**src/rtl/snes_button_events.sv**
```systemverilog
// SNES button event unit: per-frame debounce of the controller button vector,
// press/release event generation in ascending button order, and a small
// first-word fall-through event FIFO popped by the CPU.
module snes_button_events #(
    parameter int unsigned BTN_W      = 12,
    parameter int unsigned DEB_FRAMES = 3,
    parameter int unsigned FIFO_DEPTH = 8,
    localparam int unsigned AW        = $clog2(FIFO_DEPTH)
) (
    input  logic             clk,
    input  logic             reset_n,
    input  logic [BTN_W-1:0] button_data,
    input  logic             frame_latch,
    input  logic             rd_en,
    input  logic             clr_ovf,
    output logic [4:0]       ev_data,
    output logic             ev_empty,
    output logic [AW:0]      ev_count,
    output logic             ev_overflow,
    output logic [BTN_W-1:0] held
);

    typedef enum logic [0:0] {StIdle, StScan} state_e;

    localparam logic [3:0] LastIdx = 4'(BTN_W - 1);

    logic             sync1_q, sync2_q, edge_q;
    logic             frame_tick, launch;
    logic             pending_q, pending_d;
    logic             deb_stb_q, deb_done_q;
    logic [BTN_W-1:0] snapshot_q;
    logic [BTN_W-1:0] held_q, held_d;
    logic [BTN_W-1:0] chg_q, chg_d;
    logic [3:0]       cnt_q [BTN_W];
    logic [3:0]       cnt_d [BTN_W];
    state_e           state_q, state_d;
    logic [3:0]       idx_q, idx_d;

    logic [4:0]       mem_q [FIFO_DEPTH];
    logic [AW-1:0]    wptr_q, rptr_q;
    logic [AW:0]      count_q, count_d;
    logic             ovf_q;
    logic             push, pop, wr, drop, full;

    assign frame_tick = sync2_q & ~edge_q;

    // A frame is processed only when the whole debounce/scan pipeline is free;
    // otherwise one tick is remembered in pending and launched once it frees up.
    assign launch = (frame_tick | pending_q) && (state_q == StIdle) && !deb_stb_q && !deb_done_q;

    // Pending flag next state (one deep; extra ticks are dropped).
    always_comb begin
        pending_d = pending_q;
        if (launch) begin
            pending_d = pending_q & frame_tick;
        end else if (frame_tick) begin
            pending_d = 1'b1;
        end
    end

    // Latch synchroniser, edge detect, snapshot and debounce pipeline strobes.
    always_ff @(posedge clk or negedge reset_n) begin
        if (!reset_n) begin
            sync1_q    <= 1'b0;
            sync2_q    <= 1'b0;
            edge_q     <= 1'b0;
            pending_q  <= 1'b0;
            deb_stb_q  <= 1'b0;
            deb_done_q <= 1'b0;
            snapshot_q <= '0;
        end else begin
            sync1_q    <= frame_latch;
            sync2_q    <= sync1_q;
            edge_q     <= sync2_q;
            pending_q  <= pending_d;
            deb_stb_q  <= launch;
            deb_done_q <= deb_stb_q;
            if (launch) begin
                snapshot_q <= button_data;
            end
        end
    end

    // Per-button debounce: held flips after DEB_FRAMES consecutive differing snapshots.
    always_comb begin
        held_d = held_q;
        chg_d  = chg_q;
        for (int i = 0; i < BTN_W; i++) begin
            cnt_d[i] = cnt_q[i];
        end
        if (deb_stb_q) begin
            chg_d = '0;
            for (int i = 0; i < BTN_W; i++) begin
                if (snapshot_q[i] == held_q[i]) begin
                    cnt_d[i] = 4'd0;
                end else if (cnt_q[i] + 4'd1 == 4'(DEB_FRAMES)) begin
                    cnt_d[i]  = 4'd0;
                    held_d[i] = ~held_q[i];
                    chg_d[i]  = 1'b1;
                end else begin
                    cnt_d[i] = cnt_q[i] + 4'd1;
                end
            end
        end
    end

    // Debounce state registers.
    always_ff @(posedge clk or negedge reset_n) begin
        if (!reset_n) begin
            held_q <= '0;
            chg_q  <= '0;
            for (int i = 0; i < BTN_W; i++) begin
                cnt_q[i] <= 4'd0;
            end
        end else begin
            held_q <= held_d;
            chg_q  <= chg_d;
            for (int i = 0; i < BTN_W; i++) begin
                cnt_q[i] <= cnt_d[i];
            end
        end
    end

    // Scan FSM next state: walk indices 0..BTN_W-1 after each debounce update.
    always_comb begin
        state_d = state_q;
        idx_d   = idx_q;
        unique case (state_q)
            StIdle: begin
                if (deb_done_q) begin
                    state_d = StScan;
                    idx_d   = 4'd0;
                end
            end
            StScan: begin
                if (idx_q == LastIdx) begin
                    state_d = StIdle;
                end else begin
                    idx_d = idx_q + 4'd1;
                end
            end
            default: state_d = StIdle;
        endcase
    end

    // Scan FSM state register.
    always_ff @(posedge clk or negedge reset_n) begin
        if (!reset_n) begin
            state_q <= StIdle;
            idx_q   <= 4'd0;
        end else begin
            state_q <= state_d;
            idx_q   <= idx_d;
        end
    end

    // FIFO control: a pop frees the slot a simultaneous push needs, even when full.
    always_comb begin
        push    = (state_q == StScan) && chg_q[idx_q];
        full    = (count_q == (AW + 1)'(FIFO_DEPTH));
        pop     = rd_en && (count_q != '0);
        wr      = push && (!full || pop);
        drop    = push && full && !pop;
        count_d = count_q;
        if (wr && !pop) begin
            count_d = count_q + 1'b1;
        end else if (!wr && pop) begin
            count_d = count_q - 1'b1;
        end
    end

    // FIFO pointers, occupancy and sticky overflow (a drop beats a clear).
    always_ff @(posedge clk or negedge reset_n) begin
        if (!reset_n) begin
            wptr_q  <= '0;
            rptr_q  <= '0;
            count_q <= '0;
            ovf_q   <= 1'b0;
        end else begin
            count_q <= count_d;
            if (wr) begin
                wptr_q <= wptr_q + 1'b1;
            end
            if (pop) begin
                rptr_q <= rptr_q + 1'b1;
            end
            if (drop) begin
                ovf_q <= 1'b1;
            end else if (clr_ovf) begin
                ovf_q <= 1'b0;
            end
        end
    end

    // FIFO storage; contents are never observed while empty, so no reset.
    always_ff @(posedge clk) begin
        if (wr) begin
            mem_q[wptr_q] <= {held_q[idx_q], idx_q};
        end
    end

    assign ev_empty    = (count_q == '0);
    assign ev_data     = ev_empty ? 5'd0 : mem_q[rptr_q];
    assign ev_count    = count_q;
    assign ev_overflow = ovf_q;
    assign held        = held_q;

endmodule

```
**config.mk**
```make
export PLATFORM = sky130hd
export DESIGN_NAME = snes_button_events
export DESIGN_NICKNAME = d
export VERILOG_FILES = /design/src/rtl/snes_button_events.sv
export SDC_FILE = /design/constraint.sdc
export NUM_CORES = 1
export LEC_CHECK = 0
export BUFFER_PORTS_ARGS = -buffer_cell sky130_fd_sc_hd__buf_4
export CAP_MARGIN = 25
export CORE_ASPECT_RATIO = 0.75
export CORE_MARGIN = 8
export CORE_UTILIZATION = 29
export CTS_BUF_LIST = sky130_fd_sc_hd__clkbuf_4
export CTS_CLUSTER_DIAMETER = 200
export DETAILED_ROUTE_END_ITERATION = 16
export GPL_TIMING_DRIVEN = 0
export HOLD_SLACK_MARGIN = 0.08
export SLEW_MARGIN = 30
export SYNTH_ARGS = -nofsm -noshare
export SYNTH_HDL_FRONTEND = slang
export SYNTH_SLANG_ARGS = --single-unit
```
**constraint.sdc**
```tcl
create_clock -name clk -period 3.23 [get_ports clk]
set_input_delay 0.1615 -clock clk [delete_from_list [all_inputs] [get_ports clk]]
set_output_delay 0.1615 -clock clk [all_outputs]
set_load 0.05 [all_outputs]
```
==> results by group <==
Place
  – Placed Area: 0.00806 sq mm
  – I/O Buffers: 39
  – Placed insts: 994
  – GPL Wtd Cong: 0.788
  – Dpl hpwl: 11100 um

Timing
  – Worst-margin pin slew: 0.854 ns
  – Endpoints failing hold: 0
  – Final setup vio count: 0
  – Max_slew headroom: 42.6%
  – Max Fclk: 333 MHz
  – Clock skew: 0.0265 ns
  – Hold Slack: 0.269 ns
  – RSZ-0062 raised after global routing: no
  – Final period utilization: 93.0%
  – Final slew viol count: 0
  – Final Critical Period: 3.01 ns

Drt
  – Via density: 4.87
  – Drt pass-1 iters: 5
  – Drt drc: 0
  – Routed WL: 16500 um
  – Antenna-violating nets left: 0
  – Wire per inst: 15.7 um
  – Via count: 5107
  – 1st-iter DRT viols: 235

Final layout
  – Layout cells sized above 1: 20.2%
  – Final Core Density: 34.6%
  – Layout area overhead: 17.9%
  – Non-filler cells, final: 1048
  – Final Instance Area: 0.00858 sq mm
  – Fin nets: 744

Global routing
  – Final global-route overflow total: 0
  – First-pass GRT wire length: 26500 um
  – Antenna violations before repair: 1
  – Overall routing resource usage: 11.1%
  – Largest net degree at the start of global routing: 76
  – Vias in the first global route: 4859

CTS
  – Clock root buffer: clkbuf_4
  – H-tree depth: 4
  – CTS Sinks: 146
  – CTS buffer count: 17
  – CTS Buffer Depth: 2
  – Clk Latency, worst-skew pair: 0.58 ns
  – CTS tree: yes
  – Clock Pin Slew Worst Setup and Hold Paths: 0.13 ns

Synthesis
  – Most used flip-flop cell after synthesis: dfrtp_1
  – Syn Std Cell Area: 0.00727 sq mm
  – Seq/Total Area, Yosys: 53.0%
  – Number of synthesized flops with an enable pin: 40
  – Seq cells post-synth: 146
  – Cell variety after synth: 44
  – Post-synth net total: 664
  – Cells after synthesis: 616
  – FFs w/ async S/R, synth: 72.6%
  – Syn Area/Cell: 11.8 sq um
  – Number of synthesis warnings: 0

Outcome
  – Status: complete, no violations

Die
  – Core ar.: 0.0248 sq mm
  – I/O pins: 40
  – Die area: 0.0304 sq mm
  – Rows: 50
  – Die width: 199 um
  – Initial core utilization: 29.3%
  – Die Y-Extent: 153 um

Power
  – Final Power: 7.69 mW
  – Worst VDD drop: 0.402 mV
  – LEAKAGE: 3.49 nW
  – PD cells: 897 mW/mm^2

Setup path
  – CP Capture Type: flop
  – Worst R2R Path Depth: 12
  – Crit path arrival time: 3.51 ns
  – Peak fanout along the critical path: 8
  – WS Path Type: flop to flop
  – CP required: 3.74 ns
  – R2r setup slk: 0.22 ns
  – Startpoint types: flop

Worst hold path
  – Hold depth: 2
  – Hold WC Path Type: input pin to flop

Run
  – Max_cap viols: 0
[stage by stage]
stage	setup slack [ns]	setup TNS [ns]
global route	0.0544	0
CTS	0.0264	0
finish	0.225	0
floorplan	0.259	0
global placement	-0.149	-0.149
detailed placement	-0.200	-0.200
[cells in the final DEF (no fill, tap or decap), drive strengths merged, types with 3 or more instances in the layout]
master / instances
a21bo: 12
a21oi: 6
a22o: 22
a41o: 12
and3: 13
buf: 51
clkbuf: 28
clkinv: 7
dfrtp: 106
dlygate4sd3: 18
edfxtp: 40
ha: 30
inv: 29
mux2: 27
mux2i: 7
mux4: 16
nand2: 57
nand2b: 24
nand3: 18
nand3b: 12
nor2: 32
nor2b: 4
nor3: 28
nor4: 4
o21ai: 54
o22ai: 3
o2bb2ai: 12
xnor2: 19
[path summary, 6_finish.rpt]
| kind | startpoint | end |
|---|---|---|
| max | idx_q[0] | ev_count[3] |
| min | frame_latch | sync1_q |
| max reg2reg | idx_q[0] | ev_count[3] |
| min reg2reg | sync1_q | sync2_q |
| max in group asynchronous | reset_n | cnt_q[21] |
| min in group asynchronous | reset_n | rptr_q[0] |
[cell type report]
type,count,area (sq um)
Buffer,19,92.6
Inverter,24,90.1
Antenna cell,1,2.50
Fill cell,2488,16200
Multi-Input combinational cell,427,3280
Clock buffer,17,128
Clock inverter,15,156
Sequential cell,146,3860
Tap cell,338,423
Timing Repair Buffer,61,543
[state kept, by name, summed over array words and instances (netlist names)]
signal       flops
mem_q           40
deb_done_q       1
sync2_q          1
rptr_q           3
cnt_q           48
snapshot_q      12
pending_q        1
edge_q           1
ev_count         4
wptr_q           3
idx_q            4
chg_q           12
state_q          1
deb_stb_q        1
held            12
sync1_q          1
ev_overflow      1
[where the power goes]
group	internal (mW)	switching [mW]	total (mW)
clock	0.467	0.741	1.21
combinational	1.42	1.98	3.39
sequential	2.48	0.609	3.09
[cells in the mapped netlist (6+ instances only)]
cell | n | area [sq um]
a41o_1 | 12 | 120
inv_1 | 24 | 90.1
o21ai_0 | 54 | 270
nand2_1 | 57 | 214
mux2i_1 | 7 | 70.1
nand3b_1 | 12 | 90.1
and3_1 | 12 | 75.1
nand3_1 | 18 | 90.1
nor2_1 | 32 | 120
edfxtp_1 | 40 | 1200
a22o_1 | 22 | 193
mux2_2 | 25 | 282
mux4_2 | 13 | 293
a21bo_2 | 12 | 120
o2bb2ai_1 | 12 | 105
xnor2_1 | 19 | 166
nand2b_1 | 24 | 150
a21oi_1 | 6 | 30.0
dfrtp_1 | 106 | 2650
ha_1 | 30 | 375
clkbuf_1 | 11 | 41.3
nor3_1 | 28 | 140
[critical path: stages (launching register included)]
cell and delay (ns):
dfrtp_2 0.42, buf_8 0.16, mux4_2 0.55, mux2_4 0.32, a22oi_4 0.18, inv_1 0.06
ha_1 0.22, inv_2 0.09, ha_1 0.23, a21o_1 0.19, a21oi_2 0.14, mux2i_1 0.24
xnor2_1 0.13
[repair_timing]
| item | 4_1_cts | 5_1_grt |
|---|---|---|
| buffers inserted | 1 | 1 |
| pin swaps | 1 | 0 |
| endpoints found under the setup margin | 1 | 1 |
| gates resized for setup | 1 | 5 |
| endpoints found under the hold margin | 123 | 0 |
| hold buffers | 19 | 0 |
[kinds of logic (layout without fill, tap and decap cells)]
kind of cell,Yosys count,in the layout,synth area share [%]
buffers and inverters,43,136,2.46
DFF,146,146,53.0
AOI/OAI and AO/OA,131,131,13.1
muxes,50,50,10.4
and+or+nand+nor,196,196,13.4
adders and majority gates,31,31,5.44
xor gates and xnor gates,19,19,2.29
other,0,1,0
[routing by layer]
layer  vias up  global-route usage [%]  wire [um]
li1       2449                       -          -
met1      2542                    16.6       8640
met2        99                    15.1       6750
met3        17                    2.79        875
met4         0                    3.70        204
met5         -                       0          0
Power figures use the tool's default switching activity.
